**config.mk**
```make
export PLATFORM = sky130hd
export DESIGN_NAME = captura_operandos
export DESIGN_NICKNAME = d
export VERILOG_FILES = /design/src/rtl/calc_pkg.sv /design/src/rtl/debounce_botao.sv /design/src/rtl/captura_operandos.sv
export SDC_FILE = /design/constraint.sdc
export NUM_CORES = 1
export LEC_CHECK = 0
export ABC_AREA = 1
export CAP_MARGIN = 20
export CORE_UTILIZATION = 34
export CTS_BUF_LIST = sky130_fd_sc_hd__clkbuf_16
export DETAILED_ROUTE_END_ITERATION = 10
export GPL_ROUTABILITY_DRIVEN = 0
export PLACE_DENSITY = 0.56
export SYNTH_ARGS = -nofsm -noshare
export SYNTH_HDL_FRONTEND = slang
export SYNTH_SLANG_ARGS = --single-unit
```
**constraint.sdc**
```tcl
create_clock -name clk -period 2.05 [get_ports clk]
set_input_delay 0.615 -clock clk [delete_from_list [all_inputs] [get_ports clk]]
set_output_delay 0.615 -clock clk [all_outputs]
set_load 0.005 [all_outputs]
```
**src/rtl/calc_pkg.sv**
```systemverilog
// Shared codes for the operand-capture front end and the calculator datapath.
package calc_pkg;

  typedef enum logic [1:0] {
    ESPERA_A  = 2'b00,
    ESPERA_B  = 2'b01,
    ESPERA_OP = 2'b10,
    PRONTO    = 2'b11
  } estado_t;

  localparam logic [1:0] OP_SOMA = 2'b00;
  localparam logic [1:0] OP_SUB  = 2'b01;
  localparam logic [1:0] OP_MUL  = 2'b10;
  localparam logic [1:0] OP_DIV  = 2'b11;

  localparam int DEBOUNCE_DEFAULT = 4;

endpackage

```
**src/rtl/debounce_botao.sv**
```systemverilog
// Raw button -> 2-flop sync -> counting debouncer -> registered one-cycle press pulse.
// Pulse appears in the cycle after edge DEBOUNCE_CYCLES+2 when raw is held from edge 0.
module debounce_botao #(
  parameter int DEBOUNCE_CYCLES = 4
) (
  input  logic clk,
  input  logic rst,
  input  logic raw_i,
  output logic press_o
);

  localparam logic [15:0] CNT_LAST = 16'(DEBOUNCE_CYCLES - 1);

  logic        sync1_q, sync1_d;
  logic        sync2_q, sync2_d;
  logic        level_q, level_d;
  logic        level_dly_q, level_dly_d;
  logic        press_q, press_d;
  logic [15:0] cnt_q, cnt_d;

  always_comb begin
    sync1_d     = raw_i;
    sync2_d     = sync1_q;
    level_d     = level_q;
    cnt_d       = 16'd0;
    level_dly_d = level_q;
    press_d     = level_q & ~level_dly_q;
    // Any sample agreeing with the current level restarts the count.
    if (sync2_q != level_q) begin
      if (cnt_q == CNT_LAST) begin
        level_d = sync2_q;
      end else begin
        cnt_d = cnt_q + 16'd1;
      end
    end
  end

  always_ff @(posedge clk or posedge rst) begin
    if (rst) begin
      sync1_q     <= 1'b0;
      sync2_q     <= 1'b0;
      level_q     <= 1'b0;
      level_dly_q <= 1'b0;
      press_q     <= 1'b0;
      cnt_q       <= 16'd0;
    end else begin
      sync1_q     <= sync1_d;
      sync2_q     <= sync2_d;
      level_q     <= level_d;
      level_dly_q <= level_dly_d;
      press_q     <= press_d;
      cnt_q       <= cnt_d;
    end
  end

  assign press_o = press_q;

endmodule

```
**src/rtl/captura_operandos.sv**
```systemverilog
// Captures A, B and the operation code from switches on debounced ok presses; clr resets the sequence.
module captura_operandos
  import calc_pkg::*;
#(
  parameter int DEBOUNCE_CYCLES = DEBOUNCE_DEFAULT
) (
  input  logic       clk,
  input  logic       rst,
  input  logic [2:0] sw,
  input  logic       btn_ok,
  input  logic       btn_clr,
  output logic [2:0] A,
  output logic [2:0] B,
  output logic [1:0] sel,
  output logic       valid,
  output logic       div_zero,
  output logic [1:0] estado
);

  logic ok_press;
  logic clr_press;

  debounce_botao #(.DEBOUNCE_CYCLES(DEBOUNCE_CYCLES)) u_ok (
    .clk     (clk),
    .rst     (rst),
    .raw_i   (btn_ok),
    .press_o (ok_press)
  );

  debounce_botao #(.DEBOUNCE_CYCLES(DEBOUNCE_CYCLES)) u_clr (
    .clk     (clk),
    .rst     (rst),
    .raw_i   (btn_clr),
    .press_o (clr_press)
  );

  estado_t    state_q, state_d;
  logic [2:0] a_q, a_d;
  logic [2:0] b_q, b_d;
  logic [1:0] sel_q, sel_d;
  logic       valid_q, valid_d;

  always_comb begin
    state_d = state_q;
    a_d     = a_q;
    b_d     = b_q;
    sel_d   = sel_q;
    // clr has priority over a coincident ok press.
    if (clr_press) begin
      state_d = ESPERA_A;
      a_d     = 3'd0;
      b_d     = 3'd0;
      sel_d   = OP_SOMA;
    end else if (ok_press) begin
      case (state_q)
        ESPERA_A: begin
          a_d     = sw;
          state_d = ESPERA_B;
        end
        ESPERA_B: begin
          b_d     = sw;
          state_d = ESPERA_OP;
        end
        ESPERA_OP: begin
          sel_d   = sw[1:0];
          state_d = PRONTO;
        end
        PRONTO: begin
          a_d     = sw;
          state_d = ESPERA_B;
        end
        default: state_d = ESPERA_A;
      endcase
    end
    valid_d = (state_d == PRONTO);
  end

  always_ff @(posedge clk or posedge rst) begin
    if (rst) begin
      state_q <= ESPERA_A;
      a_q     <= 3'd0;
      b_q     <= 3'd0;
      sel_q   <= OP_SOMA;
      valid_q <= 1'b0;
    end else begin
      state_q <= state_d;
      a_q     <= a_d;
      b_q     <= b_d;
      sel_q   <= sel_d;
      valid_q <= valid_d;
    end
  end

  assign A        = a_q;
  assign B        = b_q;
  assign sel      = sel_q;
  assign valid    = valid_q;
  assign estado   = state_q;
  assign div_zero = valid_q && (sel_q == OP_DIV) && (b_q == 3'd0);

endmodule

```
==> flow_summary.toml <==
[floorplanning]
die_x_um = 90.0
row_count = 31
dieArea_mm2 = 0.00809
io_pins = 19
core_mm2 = 0.00737
die_h_um = 90.0
start_util_pct = 35.7

[sta]
min_period_ns = 1.83
finalCritPeriodShare_pct = 89.3
rsz0062_at_grt = "no"
fmax_ghz = 0.546
tightest_slew_ns = 0.518
setup-tns-final_ns = 0
fin_skew_ns = 0.00525
relSlewSlack_pct = 65.2
setup_viol = 0
worst_hold_slack_ns = 0.354
slew_viol_final = 0
setup_ws_ns = 0.220
hold_viol = 0

[flow_run]
drv_cap = 0

[final_layout]
final_nets = 353
fin_cells = 441
final_area_mm2 = 0.00313
n_antenna_cell = 0
fill_cells = 766
layout-area-overhead-vs-synth_pct = 19.0
fin_util_pct = 42.5
layout-drive-gt1-share_pct = 12.9

[clock_tree]
cts_sinks = 53
cts_hold_buf = 0
clkTransAtPathRegs_ns = 0.07
numCtsBuffers = 5
cts-resized-gates = 1
clk_latency_ns = 0.29
cts_tree = "done"
postCtsSetupBuffers = 0
root_buffer = "clkbuf_16"
clock_path_buffers = 2
cts_max_level = 2

[critical_path]
cpPeakStageDelay_ns = 0.52
start_kind = "register"
r2r_start = "u_ok.cnt_q[0]"
reg2reg_setup_slack_ns = 0.64
r2r-end = "u_ok.cnt_q[10]"
crit_required_ns = 1.43
cp-end-kind = "output port"
cp_top_family = "buffers and inverters"
worstSetupPathType = "reg2out"
path_max_fanout = 5
reg2reg_depth = 8
crit_chain = "clkdlybuf4s50_1"
crit_slowest_cell = "clkdlybuf4s50_1"
path_buf_inv = 1
critPathArrivalTime_ns = 1.22

[placed_design]
post-place-cells = 433
hpwlAfterDp_um = 3530
port_buffers = 18
dpl_cell_area_mm2 = 0.00296
dpl_worst_slack_ns = 0.285

[drt]
via_per_inst = 4.48
drt-total-wl_um = 4850
initialDrtViolationCount = 83
vias = 1974
routedWlPerCell_um = 11.0
detail-route-antenna-nets = 0
drc = 0
drt-pass1-iter-count = 4

[pwr]
cellPowerDensity_mw_per_mm2 = 1030
p_total_mw = 3.21
power_frac_clock_pct = 29.7
swShare_pct = 29.6
intPower_mw = 2.26
p_leak_nw = 1.36
peakVddDrop_mv = 0.425
p_comb_share_pct = 26.2
pwr-share-seq_pct = 44.1
power.switching_mw = 0.950

[worst_hold_path]
hold_start = "u_ok.sync1_q"
worstHoldEndpoint = "u_ok.sync2_q"
min_path_type = "reg2reg"
holdPathStages = 0

[yosys]
netlist_area_mm2 = 0.00263
ys_types = 22
ys_ff_latch = 53
syn_inst = 315
avgSynthCellArea_um2 = 8.35
yosys_warnings = 0
yosysSeqAreaShare_pct = 50.4
syn_nets = 327

[global_routing]
grt_usage_pct = 13.6
antenna_found_initial = 0
grt_pass1_vias = 1991
grt_max_degree = 54
grt-ovfl-total = 0
grt_pass1_wl_um = 8970

[run_status]
status = "finished clean"
==> cells by family after synthesis <==
| logic type | Yosys count | synth area share (%) |
|---|---|---|
| and+or+nand+nor | 182 | 30.9 |
| DFF | 53 | 50.4 |
| buffers and inverters | 41 | 5.95 |
| AOI/OAI and AO/OA | 15 | 3.33 |
| xor gates and xnor gates | 12 | 4.00 |
| muxes | 7 | 3.00 |
| adders and majority gates | 5 | 2.38 |
==> placed cells by master, fill, tap and decap left out <==
master	n
clkinvlp_4	1
nand3_1	17
nor3b_2	2
nor2_1	61
nand2_1	68
clkbuf_16	5
xor2_1	5
nand2_2	8
mux2_2	7
o21ai_0	4
clkdlybuf4s50_1	17
clkinv_4	1
a21oi_1	5
ha_1	5
nor2_4	2
nor3_1	3
o21bai_1	2
nand4_1	12
bufinv_16	1
buf_4	2
xnor2_1	7
inv_1	36
buf_12	1
dlygate4sd2_1	1
dfrtp_1	53
o21ai_2	2
o21ai_1	2
nor2_2	9
inv_2	3
==> power by group through the flow <==
stage,clock network [mW],logic (mW),registers (mW)
final,0.954,0.842,1.42
after global routing,1.02,0.966,1.46
after detailed placement,0,0.856,1.44
after floorplan,0,0.502,1.42
after CTS,0.992,0.860,1.42
after global placement,0,0.849,1.43
==> sequential cells by signal, indices dropped and copies added (netlist names), 2 cells and up <==
register and flops:
u_clr.cnt_q 16, u_ok.cnt_q 16, A 3, B 3, estado 2, sel 2
==> cells in the mapped netlist (all sizes together) <==
cell | n | area (um^2)
inv | 39 | 146
nor3b | 2 | 25.0
xor2 | 5 | 43.8
a21oi | 5 | 25.0
buf | 2 | 10.0
xnor2 | 7 | 61.3
nand2 | 76 | 305
nand3 | 17 | 85.1
nor2 | 72 | 308
o21bai | 2 | 15.0
nor3 | 3 | 15.0
o21ai | 8 | 47.6
ha | 5 | 62.6
nand4 | 12 | 75.1
mux2 | 7 | 78.8
dfrtp | 53 | 1330
==> cell type report <==
type / count / area (um^2) / share of cell area [%]
inverters: 39 / 146 / 4.68
repair buffers: 21 / 214 / 6.84
multi-input cells: 221 / 1150 / 36.7
clock inverters: 3 / 46.3 / 1.48
well taps: 99 / 124 / 3.96
flip-flops and latches: 53 / 1330 / 42.4
clock buffers: 5 / 125 / 4.00
==> worst max path at each step <==
| stage | slack, ns | from | to | cells after the start |
|---|---|---|---|---|
| finish | 0.22 | estado[0] | estado[0] | 1 |
| global route | 0.13 | B[2] | div_zero | 4 |
| CTS | 0.20 | estado[0] | estado[0] | 1 |
| detailed placement | 0.29 | B[2] | div_zero | 4 |
| global placement | 0.29 | B[2] | div_zero | 4 |
| floorplan | 0.15 | rst | A[0] | 1 |
==> metal layers <==
layer | GRT usage (%) | up-vias | wire length (um)
li1 | - | 1038 | -
met1 | 18.4 | 907 | 2440
met2 | 21.6 | 25 | 2220
met3 | 2.79 | 4 | 137
met4 | 5.24 | 0 | 53
met5 | 0 | - | 0
Note: power is estimated with default switching activity, not from simulation.
